$ cat config.mk
export PLATFORM = sky130hd
export DESIGN_NAME = j1_uart_io
export DESIGN_NICKNAME = d
export VERILOG_FILES = /design/src/rtl/j1_uart_io.sv
export SDC_FILE = /design/constraint.sdc
export NUM_CORES = 1
export LEC_CHECK = 0
export ABC_AREA = 1
export CORE_MARGIN = 3
export CORE_UTILIZATION = 58
export CTS_BUF_LIST = sky130_fd_sc_hd__clkbuf_8
export DETAILED_ROUTE_END_ITERATION = 10
export PLACE_DENSITY = 0.95
export SYNTH_ARGS = -nofsm -noshare
export SYNTH_HDL_FRONTEND = slang
export SYNTH_SLANG_ARGS = --single-unit
$ cat constraint.sdc
create_clock -name clk -period 2.8 [get_ports clk]
set_input_delay 0.7 -clock clk [delete_from_list [all_inputs] [get_ports clk]]
set_output_delay 0.7 -clock clk [all_outputs]
set_load 0.02 [all_outputs]
$ cat src/rtl/j1_uart_io.sv
// +--------------------------------------------------------------------------+
// | j1_uart_io : memory-mapped 8N1 UART (TX data, RX holding reg, status)    |
// | Revision   : 1.0                                                         |
// +--------------------------------------------------------------------------+
`default_nettype none

module j1_uart_io #(
  parameter int unsigned CLKS_PER_BIT = 104,
  parameter logic [15:0] DATA_ADDR    = 16'h1000,
  parameter logic [15:0] STAT_ADDR    = 16'h2000
) (
  input  logic        clk,
  input  logic        resetq,
  input  logic        io_rd,
  input  logic        io_wr,
  input  logic [15:0] io_addr,
  input  logic [15:0] io_wdata,
  output logic [15:0] io_rdata,
  input  logic        uart_rx,
  output logic        uart_tx
);

  localparam int unsigned CW          = (CLKS_PER_BIT > 1) ? $clog2(CLKS_PER_BIT) : 1;
  localparam logic [CW-1:0] c_BIT_LAST  = CW'(CLKS_PER_BIT - 1);
  localparam logic [CW-1:0] c_HALF_LAST = CW'(CLKS_PER_BIT / 2 - 1);

  localparam logic [1:0] c_IDLE  = 2'd0;
  localparam logic [1:0] c_START = 2'd1;
  localparam logic [1:0] c_DATA  = 2'd2;
  localparam logic [1:0] c_STOP  = 2'd3;

  logic w_data_rd;
  logic w_stat_rd;
  logic w_data_wr;
  logic w_unused;

  assign w_data_rd = io_rd && (io_addr == DATA_ADDR);
  assign w_stat_rd = io_rd && (io_addr == STAT_ADDR);
  assign w_data_wr = io_wr && (io_addr == DATA_ADDR);
  assign w_unused  = ^io_wdata[15:8];

  // ---------------------------------------------------------------- TX path
  logic [1:0]    r_tx_state;
  logic [1:0]    w_tx_next;
  logic [CW-1:0] r_tx_cnt;
  logic [2:0]    r_tx_idx;
  logic [2:0]    w_tx_idx_next;
  logic [7:0]    r_tx_byte;
  logic          r_uart_tx;
  logic          w_tx_line;
  logic          w_tx_tick;
  logic          w_tx_ready;

  assign w_tx_tick  = (r_tx_cnt == c_BIT_LAST);
  assign w_tx_ready = (r_tx_state == c_IDLE);

  always_ff @(posedge clk or negedge resetq) begin
    if (!resetq) begin
      r_tx_state <= c_IDLE;
    end else begin
      r_tx_state <= w_tx_next;
    end
  end

  always_comb begin
    w_tx_next     = r_tx_state;
    w_tx_idx_next = r_tx_idx;
    case (r_tx_state)
      c_IDLE: begin
        w_tx_idx_next = 3'd0;
        if (w_data_wr) w_tx_next = c_START;
      end
      c_START: begin
        w_tx_idx_next = 3'd0;
        if (w_tx_tick) w_tx_next = c_DATA;
      end
      c_DATA: begin
        if (w_tx_tick) begin
          if (r_tx_idx == 3'd7) w_tx_next = c_STOP;
          else                  w_tx_idx_next = r_tx_idx + 3'd1;
        end
      end
      c_STOP: begin
        if (w_tx_tick) w_tx_next = c_IDLE;
      end
      default: w_tx_next = c_IDLE;
    endcase
  end

  // Line level is decoded from the next state so uart_tx itself is a flop.
  always_comb begin
    w_tx_line = 1'b1;
    case (w_tx_next)
      c_START: w_tx_line = 1'b0;
      c_DATA:  w_tx_line = r_tx_byte[w_tx_idx_next];
      default: w_tx_line = 1'b1;
    endcase
  end

  always_ff @(posedge clk or negedge resetq) begin
    if (!resetq) begin
      r_tx_cnt  <= '0;
      r_tx_idx  <= 3'd0;
      r_tx_byte <= 8'h00;
      r_uart_tx <= 1'b1;
    end else begin
      r_tx_cnt  <= (r_tx_state == c_IDLE || w_tx_tick) ? '0 : r_tx_cnt + 1'b1;
      r_tx_idx  <= w_tx_idx_next;
      r_uart_tx <= w_tx_line;
      if (r_tx_state == c_IDLE && w_data_wr) r_tx_byte <= io_wdata[7:0];
    end
  end

  assign uart_tx = r_uart_tx;

  // ---------------------------------------------------------------- RX path
  logic          r_rx_s1;
  logic          r_rx_s2;
  logic          r_rx_prev;
  logic          w_rx_fall;
  logic [1:0]    r_rx_state;
  logic [1:0]    w_rx_next;
  logic [CW-1:0] r_rx_cnt;
  logic [2:0]    r_rx_idx;
  logic [7:0]    r_rx_shift;
  logic          w_rx_tick;
  logic          w_rx_shift_en;
  logic          w_rx_done_ok;
  logic          w_rx_done_err;

  always_ff @(posedge clk or negedge resetq) begin
    if (!resetq) begin
      r_rx_s1   <= 1'b1;
      r_rx_s2   <= 1'b1;
      r_rx_prev <= 1'b1;
    end else begin
      r_rx_s1   <= uart_rx;
      r_rx_s2   <= r_rx_s1;
      r_rx_prev <= r_rx_s2;
    end
  end

  assign w_rx_fall = r_rx_prev && !r_rx_s2;
  assign w_rx_tick = (r_rx_state == c_START) ? (r_rx_cnt == c_HALF_LAST)
                                             : (r_rx_cnt == c_BIT_LAST);

  always_ff @(posedge clk or negedge resetq) begin
    if (!resetq) begin
      r_rx_state <= c_IDLE;
    end else begin
      r_rx_state <= w_rx_next;
    end
  end

  always_comb begin
    w_rx_next = r_rx_state;
    case (r_rx_state)
      c_IDLE:  if (w_rx_fall) w_rx_next = c_START;
      c_START: if (w_rx_tick) w_rx_next = r_rx_s2 ? c_IDLE : c_DATA;
      c_DATA:  if (w_rx_tick && r_rx_idx == 3'd7) w_rx_next = c_STOP;
      c_STOP:  if (w_rx_tick) w_rx_next = c_IDLE;
      default: w_rx_next = c_IDLE;
    endcase
  end

  always_comb begin
    w_rx_shift_en = 1'b0;
    w_rx_done_ok  = 1'b0;
    w_rx_done_err = 1'b0;
    case (r_rx_state)
      c_DATA: w_rx_shift_en = w_rx_tick;
      c_STOP: begin
        w_rx_done_ok  = w_rx_tick && r_rx_s2;
        w_rx_done_err = w_rx_tick && !r_rx_s2;
      end
      default: ;
    endcase
  end

  always_ff @(posedge clk or negedge resetq) begin
    if (!resetq) begin
      r_rx_cnt   <= '0;
      r_rx_idx   <= 3'd0;
      r_rx_shift <= 8'h00;
    end else begin
      r_rx_cnt <= (r_rx_state == c_IDLE || w_rx_tick) ? '0 : r_rx_cnt + 1'b1;
      if (r_rx_state != c_DATA) r_rx_idx <= 3'd0;
      else if (w_rx_tick)       r_rx_idx <= r_rx_idx + 3'd1;
      if (w_rx_shift_en) r_rx_shift <= {r_rx_s2, r_rx_shift[7:1]};
    end
  end

  // ------------------------------------------------------ flags and readback
  logic        r_rx_valid;
  logic        r_overrun;
  logic        r_frame_err;
  logic [7:0]  r_rx_data;
  logic [15:0] r_io_rdata;
  logic [15:0] w_status;

  assign w_status = {12'h000, r_frame_err, r_overrun, r_rx_valid, w_tx_ready};

  // Set beats clear on every flag; a data read racing completion is not an overrun.
  always_ff @(posedge clk or negedge resetq) begin
    if (!resetq) begin
      r_rx_valid  <= 1'b0;
      r_overrun   <= 1'b0;
      r_frame_err <= 1'b0;
      r_rx_data   <= 8'h00;
      r_io_rdata  <= 16'h0000;
    end else begin
      if (w_rx_done_ok)   r_rx_valid <= 1'b1;
      else if (w_data_rd) r_rx_valid <= 1'b0;

      if (w_rx_done_ok && r_rx_valid && !w_data_rd) r_overrun <= 1'b1;
      else if (w_stat_rd)                           r_overrun <= 1'b0;

      if (w_rx_done_err)  r_frame_err <= 1'b1;
      else if (w_stat_rd) r_frame_err <= 1'b0;

      if (w_rx_done_ok) r_rx_data <= r_rx_shift;

      if (io_rd) begin
        if (w_data_rd)      r_io_rdata <= {8'h00, r_rx_data};
        else if (w_stat_rd) r_io_rdata <= w_status;
        else                r_io_rdata <= 16'h0000;
      end
    end
  end

  assign io_rdata = r_io_rdata;

endmodule

`default_nettype wire

==> metrics.yaml <==
clocking:
  numCtsBuffers: 9
  cts-root-buf: "clkbuf_8"
  ctsHoldBuffers: 0
  cts.sinks: 63
  insertion_delay_ps: 340
  cts_tree: "done"
  clock_path_buffers: 2
  post_cts_resized: 0
  cts_setup_buffers: 0
  clkTransAtPathRegs_ps: 60
  h-tree-depth: 3
synthesis:
  synth-edff-count: 0
  yosysMostFrequentCell: "nand2_1"
  synthCells: 349
  synth_seq_cells: 63
  synth_largest_area_cell: "dfrtp_1"
  synthFlopType: "dfrtp_1"
  yosysWarnings: 0
  postSynthAreaPerCell_um2: 8.637
  yosys-top-cells-count: "nand2_1, dfrtp_1, inv_1"
  async_flop_share: 1.000
  synth_area_leaders: "dfrtp_1, nand2_1, inv_1"
  syn-cell-area_mm2: 0.003014
  ys_seq_area_frac: 0.5247
  synth.top_cell.area_share: 0.4898
  ys_types: 41
die:
  die-width_um: 78.09
  num_rows: 25
  start_util: 0.6177
  coreArea_mm2: 0.004880
  die_y_um: 78.09
  dieArea_mm2: 0.006098
  top_level_ports: 54
setup_path:
  critPathKind: "reg2out"
  crit_chain: "clkdlybuf4s50_1"
  critPathTopFamily: "buffers and inverters"
  cp.arrival_ps: 1440
  slowest_stage: "clkdlybuf4s50_1"
  slowest_delay_ps: 590
  crit_path_start_kind: "flip-flop"
  path_buf_inv: 1
  worstSetupEndpointType: "primary output"
  worstPathRequired_ps: 2100
  cp_max_fo: 1
finish:
  antennaDiodeCount: 0
  syn2layout_area_growth_pct: 18.97
  nets: 439
  drive_above_1_share: 0.09453
  fin_util: 0.7349
placement:
  dpl.hpwl_um: 4512
  io_buffers: 37
  routabilityCongestion: 0.8365
  post-place-ws_ps: 346.3
timing:
  clock.fmax_mhz: 468.1
  slew_headroom: 0.5198
  maxSlewViolCount: 0
  finalSetupViolCount: 0
  fin_ws_ps: 663.7
  clock_skew_ps: 7.959
  finalCritPeriodShare: 0.7630
  fin_tns_setup_ps: 0
  rsz0062_at_grt: "false"
  min_period_ps: 2136
  hold_viol: 0
  tightest_slew_ps: 720.3
min_path:
  hp-class: "reg2reg"
drt:
  vias_per_cell: 5.136
  finalWirelength_um: 6143
  drtPass1Iterations: 5
  drc: 0
  ant_nets: 0
  detail_route.wl_per_cell_um: 13.10
  via_count: 2409
  dr.first_iter.drc_count: 193
global_routing:
  grt_use_total: 0.2299
  grt_pass1_vias: 2454
  antenna_found_initial: 0
  overflow: 0
  grt_max_degree: 35
  grt_pass1_wl_um: 10870
pwr:
  power.leakage_nw: 1.857
  peakVddDrop_mv: 0.4253
  finalPower_mw: 1.879
  p_per_area_mw_per_mm2: 524.1
job:
  cap_violations: 0
run_status:
  outcome: "completed"
==> layer usage <==
layer	vias to the layer above	share of wire	GRT usage
met5	-	0	0
met4	0	0.021	0.1154
met3	13	0.056	0.06307
met2	71	0.50	0.3827
met1	1136	0.43	0.2749
li1	1189	-	-
==> final timing paths <==
check | start | to | slack [ps] | depth (start not counted)
min | r_rx_s1 | r_rx_s2 | 360 | 0
max reg2reg | r_tx_idx[0] | uart_tx | 970 | 13
min in group asynchronous | resetq | r_tx_cnt[4] | 420 | 1
max in group asynchronous | resetq | r_rx_prev | 1630 | 2
min reg2reg | r_rx_s1 | r_rx_s2 | 360 | 0
max | uart_tx | uart_tx | 660 | 1
==> area by class of cell <==
cell class | instances | area, um2
inverters | 53 | 198.9
repair buffers | 39 | 380.4
clock inverters | 7 | 28.78
fillers | 329 | 1294
flip-flops and latches | 63 | 1582
clock buffers | 9 | 123.9
multi-input cells | 231 | 1189
well taps | 67 | 83.83
==> power by group <==
part	internal (mW)	switching (mW)	total (mW)
registers	0.951	0.0472	0.999
clock network	0.301	0.318	0.619
logic	0.0991	0.162	0.262
total	1.35	0.528	1.88
==> flip-flops by register name, indices dropped and copies added, names as in the netlist, 2 cells and up, named ones only <==
| register | flops |
|---|---|
| io_rdata | 8 |
| r_rx_idx | 3 |
| r_tx_byte | 8 |
| r_rx_data | 8 |
| r_rx_shift | 8 |
| r_tx_idx | 3 |
| r_tx_state | 2 |
| r_tx_cnt | 7 |
| r_rx_cnt | 7 |
==> kinds of logic (layout without fill, tap and decap cells) <==
kind of cell,count (synthesis),in the layout,share of synthesized area
and+or+nand+nor,179,179,0.2744
adders and majority gates,5,5,0.02076
AOI/OAI and AO/OA,36,36,0.08054
buffers and inverters,62,108,0.08966
DFF,63,63,0.5247
other,1,8,0.001244
xor gates and xnor gates,3,3,0.008719
==> metrics by stage <==
step / std cells / area [um2] / hold WS (ps)
4_1_cts: 469 / 3586 / 359.3
6_report: 469 / 3586 / 360.7
5_1_grt: 469 / 3586 / 371.0
3_3_place_gp: 453 / 3433 / 346.4
2_1_floorplan: 356 / 3040 / 345.2
3_5_place_dp: 453 / 3433 / 347.3
==> placed cells by master (no fill, tap or decap), types with 2 or more instances in the layout <==
cell type	count
dfrtp_1	59
nand2_1	105
nor3_1	2
o221ai_1	3
conb_1	8
buf_4	2
dfstp_2	4
nand2_2	2
nor4_2	2
clkdlybuf4s50_1	36
inv_1	55
ha_1	5
a21oi_1	3
clkbuf_8	9
nor2_4	2
nand2_4	2
clkinv_2	2
nand3_1	28
nor2_1	24
o21ai_2	3
nor3_4	2
xor2_1	3
inv_2	3
a22o_1	2
o21ai_0	17
Note: power is estimated with default switching activity, not from simulation.
